## src/rtl/fibonacci_bin_decoder.sv

```systemverilog
// Bit-serial Fibonacci-to-binary decoder. It consumes one codeword bit per clock and
// generates the Fibonacci weights on the fly, so any representation, canonical or not, decodes.
module fibonacci_bin_decoder #(
  parameter int FIB_W = 32,
  parameter int BIN_W = 16,
  parameter int ACC_W = 24
) (
  input  logic             clk,
  input  logic             rst,
  input  logic             begin_f_b,
  input  logic [FIB_W-1:0] input_fib,
  output logic [BIN_W-1:0] output_bin,
  output logic             overflow,
  output logic             non_canonical,
  output logic             busy,
  output logic             convert_done
);

  localparam int IDX_W = $clog2(FIB_W);
  localparam logic [IDX_W-1:0] LAST_IDX = IDX_W'(FIB_W - 1);

  typedef enum logic [1:0] {S_IDLE, S_RUN, S_DONE} state_t;

  state_t           r_state, w_next;
  logic [FIB_W-1:0] r_sr;
  logic [ACC_W-1:0] r_acc, r_wa, r_wb;
  logic [IDX_W-1:0] r_idx;
  logic             r_nc;
  logic [BIN_W-1:0] r_bin;
  logic             r_ovf, r_nc_out, r_done;
  logic             w_busy, w_nc_in, w_sat;

  // Adjacent ones anywhere in the word mark a non-Zeckendorf form.
  assign w_nc_in = |(input_fib & (input_fib >> 1));
  assign w_sat   = |r_acc[ACC_W-1:BIN_W];

  always_ff @(posedge clk or posedge rst) begin
    if (rst) r_state <= S_IDLE;
    else     r_state <= w_next;
  end

  always_comb begin
    w_next = r_state;
    case (r_state)
      S_IDLE: if (begin_f_b) w_next = S_RUN;
      S_RUN:  if (r_idx == LAST_IDX) w_next = S_DONE;
      S_DONE: w_next = S_IDLE;
      default: w_next = S_IDLE;
    endcase
  end

  always_comb begin
    w_busy = (r_state != S_IDLE);
  end

  always_ff @(posedge clk or posedge rst) begin
    if (rst) begin
      r_sr     <= '0;
      r_acc    <= '0;
      r_wa     <= '0;
      r_wb     <= '0;
      r_idx    <= '0;
      r_nc     <= 1'b0;
      r_bin    <= '0;
      r_ovf    <= 1'b0;
      r_nc_out <= 1'b0;
      r_done   <= 1'b0;
    end else begin
      r_done <= 1'b0;
      case (r_state)
        S_IDLE: if (begin_f_b) begin
          r_sr  <= input_fib;
          r_acc <= '0;
          r_wa  <= ACC_W'(1);
          r_wb  <= ACC_W'(2);
          r_idx <= '0;
          r_nc  <= w_nc_in;
        end
        // wa always carries the weight of the bit currently at sr[0].
        S_RUN: begin
          if (r_sr[0]) r_acc <= r_acc + r_wa;
          r_sr  <= r_sr >> 1;
          r_wa  <= r_wb;
          r_wb  <= r_wa + r_wb;
          r_idx <= r_idx + 1'b1;
        end
        S_DONE: begin
          r_bin    <= w_sat ? '1 : r_acc[BIN_W-1:0];
          r_ovf    <= w_sat;
          r_nc_out <= r_nc;
          r_done   <= 1'b1;
        end
        default: ;
      endcase
    end
  end

  assign output_bin    = r_bin;
  assign overflow      = r_ovf;
  assign non_canonical = r_nc_out;
  assign busy          = w_busy;
  assign convert_done  = r_done;

endmodule

```

## config.mk

```make
export PLATFORM = sky130hd
export DESIGN_NAME = fibonacci_bin_decoder
export DESIGN_NICKNAME = d
export VERILOG_FILES = /design/src/rtl/fibonacci_bin_decoder.sv
export SDC_FILE = /design/constraint.sdc
export NUM_CORES = 1
export LEC_CHECK = 0
export CORE_UTILIZATION = 64
export CTS_CLUSTER_DIAMETER = 50
export DETAILED_ROUTE_END_ITERATION = 7
export PLACE_DENSITY = 0.95
export SETUP_SLACK_MARGIN = 0.3
export SYNTH_ARGS = -nofsm -noshare
export SYNTH_HDL_FRONTEND = slang
export SYNTH_SLANG_ARGS = --single-unit
```

## constraint.sdc

```tcl
create_clock -name clk -period 6.8 [get_ports clk]
set_input_delay 1.36 -clock clk [delete_from_list [all_inputs] [get_ports clk]]
set_output_delay 1.36 -clock clk [all_outputs]
set_load 0.05 [all_outputs]
```

Yosys cells after proc, flatten, opt, wreduce, memory -nomap -nowiden
Index checks and enable logic that the tools add are counted.
{"block": "op_classes", "n_addsub": 3, "n_eq_ne": 6, "muxes": 16, "bitwise": 1, "reduce_logical": 9}
{"op": "24-bit case mux with 2 select lines", "count": 3}
{"op": "24-bit 2-to-1 mux", "count": 4}
{"op": "32-bit case mux with 2 select lines", "count": 1}
{"op": "24-bit adder", "count": 2}
{"op": "32-bit by 31-bit AND with 32-bit output", "count": 1}
{"op": "32-bit 2-to-1 mux", "count": 1}
{"op": "32-bit OR reduction", "count": 1}
{"op": "16-bit 2-to-1 mux", "count": 1}
{"op": "5-bit case mux with 2 select lines", "count": 1}
{"op": "8-bit OR reduction", "count": 1}
{"op": "2-bit != test (second input constant)", "count": 3}
{"op": "2-bit AND reduction", "count": 3}
{"op": "5-bit by 1-bit adder with 5-bit output (second input constant)", "count": 1}
{"op": "5-bit == test (second input constant)", "count": 1}
{"op": "5-bit 2-to-1 mux", "count": 1}
{"op": "2-bit 2-to-1 mux", "count": 2}
{"op": "2-bit case mux with 2 select lines", "count": 1}
{"op": "2-bit nonzero test", "count": 2}
{"op": "3-bit AND reduction", "count": 1}
{"op": "2-bit by 1-bit == test with 1-bit output (second input constant)", "count": 1}
{"op": "2-bit == test (second input constant)", "count": 1}
{"op": "2-bit zero test", "count": 1}
{"op": "1-bit 2-to-1 mux", "count": 1}
{"block": "word_totals", "ff_bits": 131, "inputBits": 35}

Depth between registers and ports, before layout
{"block": "depth", "ltp_word": 3, "mapped_depth": 10, "mapped_depth_nobuf": 10}

Worst setup path before layout
No wires, ideal clock.
{"block": "synth_path", "kind": "input to register", "start": "input port begin_f_b", "end": "register r_sr[11]", "setup_ns": 0.082, "arrival_time_ns": 2.343, "setup_slack_ns": 4.375, "stages": 5, "path_cell_list": "and2_0 clkbuf_1 buf_1 nand2_1 a31oi_1"}
{"block": "synth_via", "elab_chain_len": 2}
{"element": "from (decl)", "line": "10", "rtl": "input logic begin_f_b,"}
{"element": "2-bit != test (no line)"}
{"element": "2-bit AND reduction (no line)"}
{"element": "to (signal assigned)", "line": "72", "rtl": "r_sr <= input_fib;"}
{"element": "to (signal assigned)", "line": "82", "rtl": "r_sr <= r_sr >> 1;"}
{"element": "to (decl)", "line": "25", "rtl": "logic [FIB_W-1:0] r_sr;"}
Every way passes these cells.
A chain may end at the register's enable or synchronous reset.

Worst setup path after layout
{"block": "layout_path", "start": "input port begin_f_b", "end": "register r_idx[2]"}
{"block": "layout_via", "elab_chain_len": 2}
{"element": "2-bit != test (no line)"}
{"element": "2-bit AND reduction (no line)"}
{"element": "to (signal assigned)", "line": "85", "rtl": "r_idx <= r_idx + 1'b1;"}
{"element": "to (decl)", "line": "27", "rtl": "logic [IDX_W-1:0] r_idx;"}
Every way passes these cells.

==> results.sh <==
export IMPL_status="finished, violations left"
export IMPL_violations="design-rule violations"
export IMPL_regArea_sq_mm=0.003278
export IMPL_final_setup_viol_count=0
export IMPL_clockBufferDepth=2
export IMPL_cap_violations=0
export IMPL_r2r_end="r_wb[22]$_DFFE_PP0P_"
export IMPL_initial_core_util_pct=66.67
export IMPL_boundaryPins=55
export IMPL_worstSetupPathType="input pin to register"
export IMPL_synthSimpleGateAreaFrac_pct=18.27
export IMPL_diodes=0
export IMPL_syn_inst=868
export IMPL_dp_hpwl_mm=12.04
export IMPL_cts_setup_buffers=0
export IMPL_die_w_um=111.8
export IMPL_fin_crit_sh_pct=47.49
export IMPL_cts_hold_buf=0
export IMPL_multi_input_area_sq_mm=0.004227
export IMPL_clk_latency_ps=430
export IMPL_core_sq_mm=0.01156
export IMPL_portBuffers=54
export IMPL_fmax_ghz=0.3097
export IMPL_grt_pass1_vias=6599
export IMPL_async_reset_ff_share_pct=100.0
export IMPL_critical_path_endpoint_type="register"
export IMPL_fin_crit_ps=3229
export IMPL_drive_gt1_share_pct=7.002
export IMPL_min_to="r_acc[23]$_DFFE_PP0P_"
export IMPL_synth_top_family_by_area="compound AO/OA/AOI/OAI gates"
export IMPL_antenna_found_initial=0
export IMPL_cts_tree="done"
export IMPL_grt_pass1_wl_mm=31.35
export IMPL_min_path_type="register to register"
export IMPL_cts_made_buffers=17
export IMPL_gp_congestion=0.9450
export IMPL_holdPathStages=1
export IMPL_hold_viol=0
export IMPL_drtAntennaViolNets=0
export IMPL_fillCellCount=722
export IMPL_totalWireLength_mm=18.67
export IMPL_post_drt_wl_per_cell_um=17.66
export IMPL_grt_ovfl_total=0
export IMPL_syn_area_sq_mm=0.007710
export IMPL_synth_top_area_share_pct=42.52
export IMPL_synth_area_leaders="dfrtp_1 43%, nand2_1 8.6%, ha_1 7.8%"
export IMPL_cts_root_buf="clkbuf_16"
export IMPL_seq_area_frac_synth_pct=42.52
export IMPL_syn_nets=953
export IMPL_vias=6944
export IMPL_slew_headroom_pct=19.93
export IMPL_skew_ps=7.084
export IMPL_die_area_sq_mm=0.01249
export IMPL_synthDistinctLibCells=67
export IMPL_first_iter_violations=619
export IMPL_synthMuxAreaShare_pct=1.055
export IMPL_report_final_slew_viol_count=0
export IMPL_area_delta_synth_final_pct=15.37
export IMPL_synthFlopType="dfrtp_1"
export IMPL_yosys_warnings=0
export IMPL_synth_seq_cells=131
export IMPL_cts_sink_count=131
export IMPL_synthMostInstantiatedCell="nand2_1"
export IMPL_tightest_slew_ps=1197
export IMPL_synth_xor_area_share_pct=4.090
export IMPL_grt_usage_pct=31.41
export IMPL_synth_edf_count=0
export IMPL_cts_htree_levels=4
export IMPL_cts_resized=0
export IMPL_nets=987
export IMPL_drc=4
export IMPL_reg2reg_slack_ps=3910
export IMPL_r2r_start="r_wa[0]$_DFFE_PP0P_"
export IMPL_synth_fa_ha_area_share_pct=8.309
export IMPL_synth_compound_area_share_pct=22.95
export IMPL_synth_top_area_cell="dfrtp_1"
export IMPL_fp_dieH_um=111.8
export IMPL_rsz0062_at_grt="no"
export IMPL_drtPass1Iterations=7
export IMPL_avgSynthCellArea_sq_um=8.882
export IMPL_cp_max_fo=59
export IMPL_row_count=39
export IMPL_grt_max_degree=101
export IMPL_required_ps=7150
export IMPL_path_clk_slew_ps=60
export IMPL_post_drt_via_cell_ratio=6.570
export IMPL_synthTopCellsByCount="176 x nand2_1, 131 x dfrtp_1, 87 x o21ai_0, 55 x nor2_1, 48 x ha_1"
export IMPL_fin_tns_setup_ps=0
export IMPL_cp_arrival_ps=3580
export IMPL_crit_path_start_kind="input pin"
export IMPL_r2r_cells=10
export IMPL_min_from="r_acc[23]$_DFFE_PP0P_"
worst max-delay path: stages:
cell and delay, ps:
clkdlybuf4s50_1 420, and2_2 170, buf_4 300, nor2_1 960
o21ai_0 220, o21ai_0 120
worst max-delay path by stage:
stage                           startpoint                     end  slack [ps]  cells after the start
global placement                 begin_f_b    r_idx[2]$_DFFE_PP0P_        3210                      6
finish                           begin_f_b    r_idx[2]$_DFFE_PP0P_        3570                      6
global route                     begin_f_b    r_idx[2]$_DFFE_PP0P_        3360                      6
floorplan                              rst  convert_done$_DFF_PP0_        1940                      1
detailed placement               begin_f_b    r_idx[2]$_DFFE_PP0P_        3140                      6
CTS                 r_state[0]$_DFFE_PP0P_                    busy        3580                      3
layout make-up:
cell class	instances	share of cell area (%)
flip-flops and latches	131	36.85
inverters	11	0.4923
well taps	143	2.012
clock inverters	13	1.519
repair buffers	61	6.668
multi-input cells	680	47.52
clock buffers	18	4.937
placed cells by master (no fill, tap or decap), types with 4 or more instances in the layout:
cell type	netlist	routed
nand2_1	176	176
dfrtp_1	131	131
o21ai_0	87	87
nor2_1	55	55
clkdlybuf4s50_1	0	54
ha_1	48	48
a21oi_1	41	41
a31oi_1	37	37
nand3_1	23	23
a21o_1	20	20
xnor2_1	19	19
xor2_1	17	17
clkbuf_16	0	17
o22a_1	16	16
o21ai_1	12	12
inv_1	11	10
nor3_1	10	10
and3_1	8	8
nand4_1	8	8
nor2b_1	8	7
mux2i_1	7	7
buf_4	0	7
o211ai_1	6	6
nor3b_1	6	6
nor4_1	5	5
nand2b_1	6	5
clkinv_2	0	5
o21a_1	4	4
a211oi_2	4	4
metrics by stage:
step | instance area [sq um] | utilization, % | setup WS [ps] | hold slack [ps] | cells
final | 8895 | 76.91 | 3571 | 493.0 | 1057
after global routing | 8895 | 76.91 | 3365 | 518.0 | 1057
after CTS | 8895 | 76.91 | 3579 | 492.0 | 1057
after detailed placement | 8320 | 71.95 | 3144 | 479.0 | 1026
after global placement | 8320 | 71.95 | 3207 | 470.8 | 1026
after floorplan | 7710 | - | 1942 | 444.4 | 868
layer usage:
layer / up-vias / routed length (um) / global-route usage [%]
met3: 61 / 1344 / 5.716
met2: 387 / 9059 / 51.39
li1: 3175 / - / -
met5: - / 0 / 0
met4: 0 / 574 / 15.23
met1: 3321 / 7687 / 40.45
flip-flops by register name, summed over array words and instances (netlist names):
register,flops
overflow,1
output_bin,16
r_sr,32
r_wa,24
r_wb,24
r_state,2
r_acc,24
non_canonical,1
r_idx,5
r_nc,1
convert_done,1
logic make-up (layout without fill, tap and decap cells):
family                     Yosys count  count (layout)
xor gates and xnor gates            36              36
and+or+nand+nor                    318             318
buffers and inverters               57             103
DFF                                131             131
muxes                                8               8
adders and majority gates           50              50
AOI/OAI and AO/OA                  268             268
Power is left out: the tool's default activity adds up to more than one toggle a clock period on the data nets, which glitch-free logic cannot reach.
